[src/rtl/viterbi_block_sequencer.sv]
// Assembles eight serial branch metrics into r0..r7 for the Viterbi decision core and hands off its decision.
// Latency: decision is valid SETTLE edges after the eighth metric is accepted.
// Backpressure: in_ready drops from block completion until the decision is taken; out_valid holds until out_ready.
module viterbi_block_sequencer #(
    parameter int W      = 6,
    parameter int SETTLE = 3,
    parameter int CNT_W  = 16
) (
    input  logic               clk,
    input  logic               rst_n,
    input  logic               in_valid,
    output logic               in_ready,
    input  logic [W-1:0]       in_metric,
    input  logic               in_sof,
    output logic [8*W-1:0]     core_r,
    input  logic [3:0]         core_m,
    output logic               out_valid,
    input  logic               out_ready,
    output logic [3:0]         out_m,
    output logic               busy,
    output logic               sync_err,
    output logic [CNT_W-1:0]   blk_cnt
);

    typedef enum logic [1:0] {
        ST_LOAD   = 2'd0,
        ST_SETTLE = 2'd1,
        ST_HOLD   = 2'd2
    } state_t;

    // Settle counter reload: it counts down to zero, so SETTLE cycles means SETTLE-1.
    localparam logic [3:0] SETTLE_LD = 4'(SETTLE - 1);

    state_t             state_q, state_d;
    logic [2:0]         idx_q, idx_d;
    logic [3:0]         cnt_q, cnt_d;
    logic [8*W-1:0]     core_r_q, core_r_d;
    logic [3:0]         out_m_q, out_m_d;
    logic               out_valid_q, out_valid_d;
    logic               sync_err_q, sync_err_d;
    logic [CNT_W-1:0]   blk_cnt_q, blk_cnt_d;
    logic               accept;

    assign accept    = in_valid && (state_q == ST_LOAD);
    assign in_ready  = (state_q == ST_LOAD);
    assign busy      = (state_q == ST_SETTLE) || (state_q == ST_HOLD);
    assign core_r    = core_r_q;
    assign out_valid = out_valid_q;
    assign out_m     = out_m_q;
    assign sync_err  = sync_err_q;
    assign blk_cnt   = blk_cnt_q;

    // Next-state and datapath updates for the load / settle / hold sequence.
    always_comb begin
        state_d     = state_q;
        idx_d       = idx_q;
        cnt_d       = cnt_q;
        core_r_d    = core_r_q;
        out_m_d     = out_m_q;
        out_valid_d = out_valid_q;
        sync_err_d  = sync_err_q;
        blk_cnt_d   = blk_cnt_q;
        case (state_q)
            ST_LOAD: begin
                if (accept) begin
                    if (in_sof) begin
                        // Start-of-block always realigns to r0; a partial block is
                        // abandoned in place and flagged.
                        core_r_d[W-1:0] = in_metric;
                        idx_d           = 3'd1;
                        if (idx_q != 3'd0) begin
                            sync_err_d = 1'b1;
                        end
                    end else begin
                        core_r_d[int'(idx_q)*W +: W] = in_metric;
                        if (idx_q == 3'd7) begin
                            idx_d   = 3'd0;
                            cnt_d   = SETTLE_LD;
                            state_d = ST_SETTLE;
                        end else begin
                            idx_d = idx_q + 3'd1;
                        end
                    end
                end
            end
            ST_SETTLE: begin
                if (cnt_q == 4'd0) begin
                    out_m_d     = core_m;
                    out_valid_d = 1'b1;
                    state_d     = ST_HOLD;
                end else begin
                    cnt_d = cnt_q - 4'd1;
                end
            end
            ST_HOLD: begin
                if (out_ready) begin
                    out_valid_d = 1'b0;
                    blk_cnt_d   = blk_cnt_q + CNT_W'(1);
                    state_d     = ST_LOAD;
                end
            end
            default: begin
                state_d     = ST_LOAD;
                out_valid_d = 1'b0;
            end
        endcase
    end

    // State and datapath registers; reset discards any partial block or pending decision.
    always_ff @(posedge clk or negedge rst_n) begin
        if (!rst_n) begin
            state_q     <= ST_LOAD;
            idx_q       <= 3'd0;
            cnt_q       <= 4'd0;
            core_r_q    <= '0;
            out_m_q     <= 4'd0;
            out_valid_q <= 1'b0;
            sync_err_q  <= 1'b0;
            blk_cnt_q   <= '0;
        end else begin
            state_q     <= state_d;
            idx_q       <= idx_d;
            cnt_q       <= cnt_d;
            core_r_q    <= core_r_d;
            out_m_q     <= out_m_d;
            out_valid_q <= out_valid_d;
            sync_err_q  <= sync_err_d;
            blk_cnt_q   <= blk_cnt_d;
        end
    end

endmodule

[config.mk]
export PLATFORM = sky130hd
export DESIGN_NAME = viterbi_block_sequencer
export DESIGN_NICKNAME = d
export VERILOG_FILES = /design/src/rtl/viterbi_block_sequencer.sv
export SDC_FILE = /design/constraint.sdc
export NUM_CORES = 1
export LEC_CHECK = 0
export CORE_ASPECT_RATIO = 1.75
export CORE_UTILIZATION = 25
export DETAILED_ROUTE_END_ITERATION = 8
export PLACE_DENSITY = 0.45
export SYNTH_ARGS = -nofsm -noshare
export SYNTH_HDL_FRONTEND = slang
export SYNTH_SLANG_ARGS = --single-unit
[constraint.sdc]
create_clock -name clk -period 7.5 [get_ports clk]
set_input_delay 2.25 -clock clk [delete_from_list [all_inputs] [get_ports clk]]
set_output_delay 2.25 -clock clk [all_outputs]
set_load 0.02 [all_outputs]
==> metrics.txt <==
Synth Flop Type=dfrtp_1; RR Endpoint=core_r[19]; Seq/Total Area, Yosys=0.444; Hold Crit Depth=1; gr usage total=0.150; Synth Warn #=0; worst r2r src=idx_q[0]; clk buf depth=2; boundary pin count=87; Post-CTS Setup Repair Bufs=0; Post-CTS Hold Buffers=0; Critical Path Fanout Max=13; chip width=between 100 and 150 um; worst path cell trace=clkdlybuf4s50_1 > and2_1 > nand2_1 > a21oi_2 > nand2_1 > nor3b_1 > mux2_2; Final Util=0.334; DR vias=roughly 3600; post-cts resize count=0; slowest CP cell=clkdlybuf4s50_1; final wirelength=around 13000 um; I/O Buffers=between 80 and 90; WP data required=about 7700 ps; Worst VDD drop=between 100 and 150 uV; FFs w/ async S/R, synth=1.00; CTS buffer count=9; Mapped Cells=433; TNS Setup=0 ps; clk_skew=between 8 and 9 ps; Row Count=64; drt wl/cell=~17 um; setup violators final=0; Avg Vias per Cell=approximately 4.8; Relative slew margins=0.323; Top delay family on crit path=simple AND/OR/NAND/NOR gates; Area contributors post-synth=dfrtp_1 (44%), mux2_2 (11%), nand2_1 (3.8%); Synth top area share=0.444; die height=roughly 180 um; unrepaired setup endpoints after global routing=no; Final period util=0.590; synthesized net count=462; Period minus WS final=4430 ps; CP max stage delay=about 500 ps; Crit path arrival time=about 4700 ps; Distinct cells, synth=64; cell area after layout=5830 um2; first drt pass iteration count=5; commonest cells in the netlist=dfrtp_1 (79), mux2_2 (45), nand2_1 (45), nor2_1 (36), o21ai_0 (24); CTS tree=built; ANT nets after route=0; # DRC=0; vias in the first global route=between 3000 and 4000; Mapped Avg Cell Area=~10 um2; area leader, netlist=dfrtp_1; GR Overflow Total=0; Hold Path Class=reg -> reg; R2R Setup Slk=3510 ps; TritonCTS Sinks=79; Slew Viols, Final=0; most used cell, CP=nand2_1; initial antenna violation count=0; initial drt markers=roughly 180; largest net degree at the start of global routing=80; hold_sp=sync_err; Max Cap Viol=0; die area=between 15000 and 20000 um2; kind of critical path=in -> reg; Startpoint Class=input port; fmax=roughly 230 MHz; Reg clk slew, reported paths=around 70 ps; H-tree depth=3; Initial Util=0.255; endpoints failing hold=0; dpl hpwl=~10000 um; Critical path buffers and inverters=1; CORE AREA=17500 um2; number of synthesized flops with an enable pin=0; DP Area=approximately 5500 um2; Syn-to-layout area delta=31.0%; final net count=547; latest clock arrival within the worst-skew pair=340 ps; P_leak=around 2.5 nW; critical path endpoint category=register; worst slew pin tran=1020 ps; first-pass GRT wire length=just over 20000 um; Power Density=441 nW/um2; RePlAce Congestion=0.866; count leader, synth=dfrtp_1; Hold EP=sync_err; Yosys reg bits=79; status=completed; FF-to-FF path depth=10; n_diodes=0; Syn Std Cell Area=between 4000 and 5000 um2; Root Driver=clkbuf_16; layout cell share with drive strength beyond 1=0.153
logic make-up (layout without fill, tap and decap cells):
logic type | after synthesis | after routing | synth area share
xor+xnor | 20 | 20 | 0.0520
buf+inv | 28 | 118 | 0.0281
mux | 50 | 50 | 0.126
fa+ha+maj | 14 | 14 | 0.0410
compound gates | 76 | 76 | 0.113
simple gates | 166 | 166 | 0.196
flops | 79 | 79 | 0.444
where the power goes:
part | switching [mW] | internal (mW)
Combinational | 0.933 | 0.590
Sequential | 0.0787 | 0.542
Clock | 0.189 | 0.239
placed cells by master (no fill, tap or decap), drive strengths merged, types with 10 or more instances in the layout:
| cell | n |
|---|---|
| clkdlybuf4s50 | 85 |
| dfrtp | 79 |
| mux2 | 49 |
| nand2 | 47 |
| nor2 | 36 |
| o21ai | 25 |
| nand3 | 17 |
| inv | 17 |
| a21oi | 14 |
| ha | 13 |
| xnor2 | 13 |
| nor3 | 11 |
| clkbuf | 10 |
worst reg2reg max path: cells and delay by family, from the launching register on:
kind | cells | cell delay [ps]
AO/OA/AOI/OAI | 1 | 150
flip-flops | 1 | 320
adder cells (fa/ha/maj) | 3 | 1650
XOR/XNOR | 1 | 240
buffers and inverters | 1 | 370
multiplexers | 1 | 380
AND/OR/NAND/NOR | 3 | 770
area by class of cell:
| type | count | area, um2 |
|---|---|---|
| Inverter | 14 | 52.6 |
| Tap cell | 231 | 289 |
| Fill cell | 1849 | 11600 |
| Clock buffer | 10 | 239 |
| Sequential cell | 79 | 1980 |
| Timing Repair Buffer | 88 | 873 |
| Multi-Input combinational cell | 326 | 2350 |
| Clock inverter | 6 | 52.6 |
state kept, by name, indices dropped and copies added, names as in the netlist:
| signal | count |
|---|---|
| core_r | 48 |
| blk_cnt | 16 |
| cnt_q | 4 |
| out_m | 4 |
| idx_q | 3 |
| state_q | 2 |
| out_valid | 1 |
| sync_err | 1 |
per-stage QoR:
stage	power, mW	hold slack, ps	worst slack (ps)	instances
after floorplan	1.62	485	3770	433
after CTS	2.59	474	3080	754
after global placement	2.15	470	2820	738
final	2.57	472	3070	754
after global routing	2.74	499	2900	754
after detailed placement	2.15	458	2710	738
layer usage:
metal / global-route usage / up-vias / share of wire
li1: - / 1714 / -
met1: 0.157 / 1801 / 0.37
met2: 0.283 / 101 / 0.57
met3: 0.0298 / 19 / 0.040
met4: 0.0628 / 0 / 0.023
met5: 0 / - / 0
worst max-delay path by stage:
stage / start / end / slack [ps] / cells past startpoint
2_1_floorplan: in_sof / core_r[38] / 3770 / 7
3_3_place_gp: in_valid / core_r[39] / 2820 / 7
3_5_place_dp: in_valid / core_r[38] / 2710 / 7
4_1_cts: in_valid / core_r[38] / 3080 / 7
5_1_grt: in_valid / core_r[38] / 2900 / 7
6_report: in_valid / core_r[38] / 3070 / 7
Note: power is estimated with default switching activity, not from simulation.
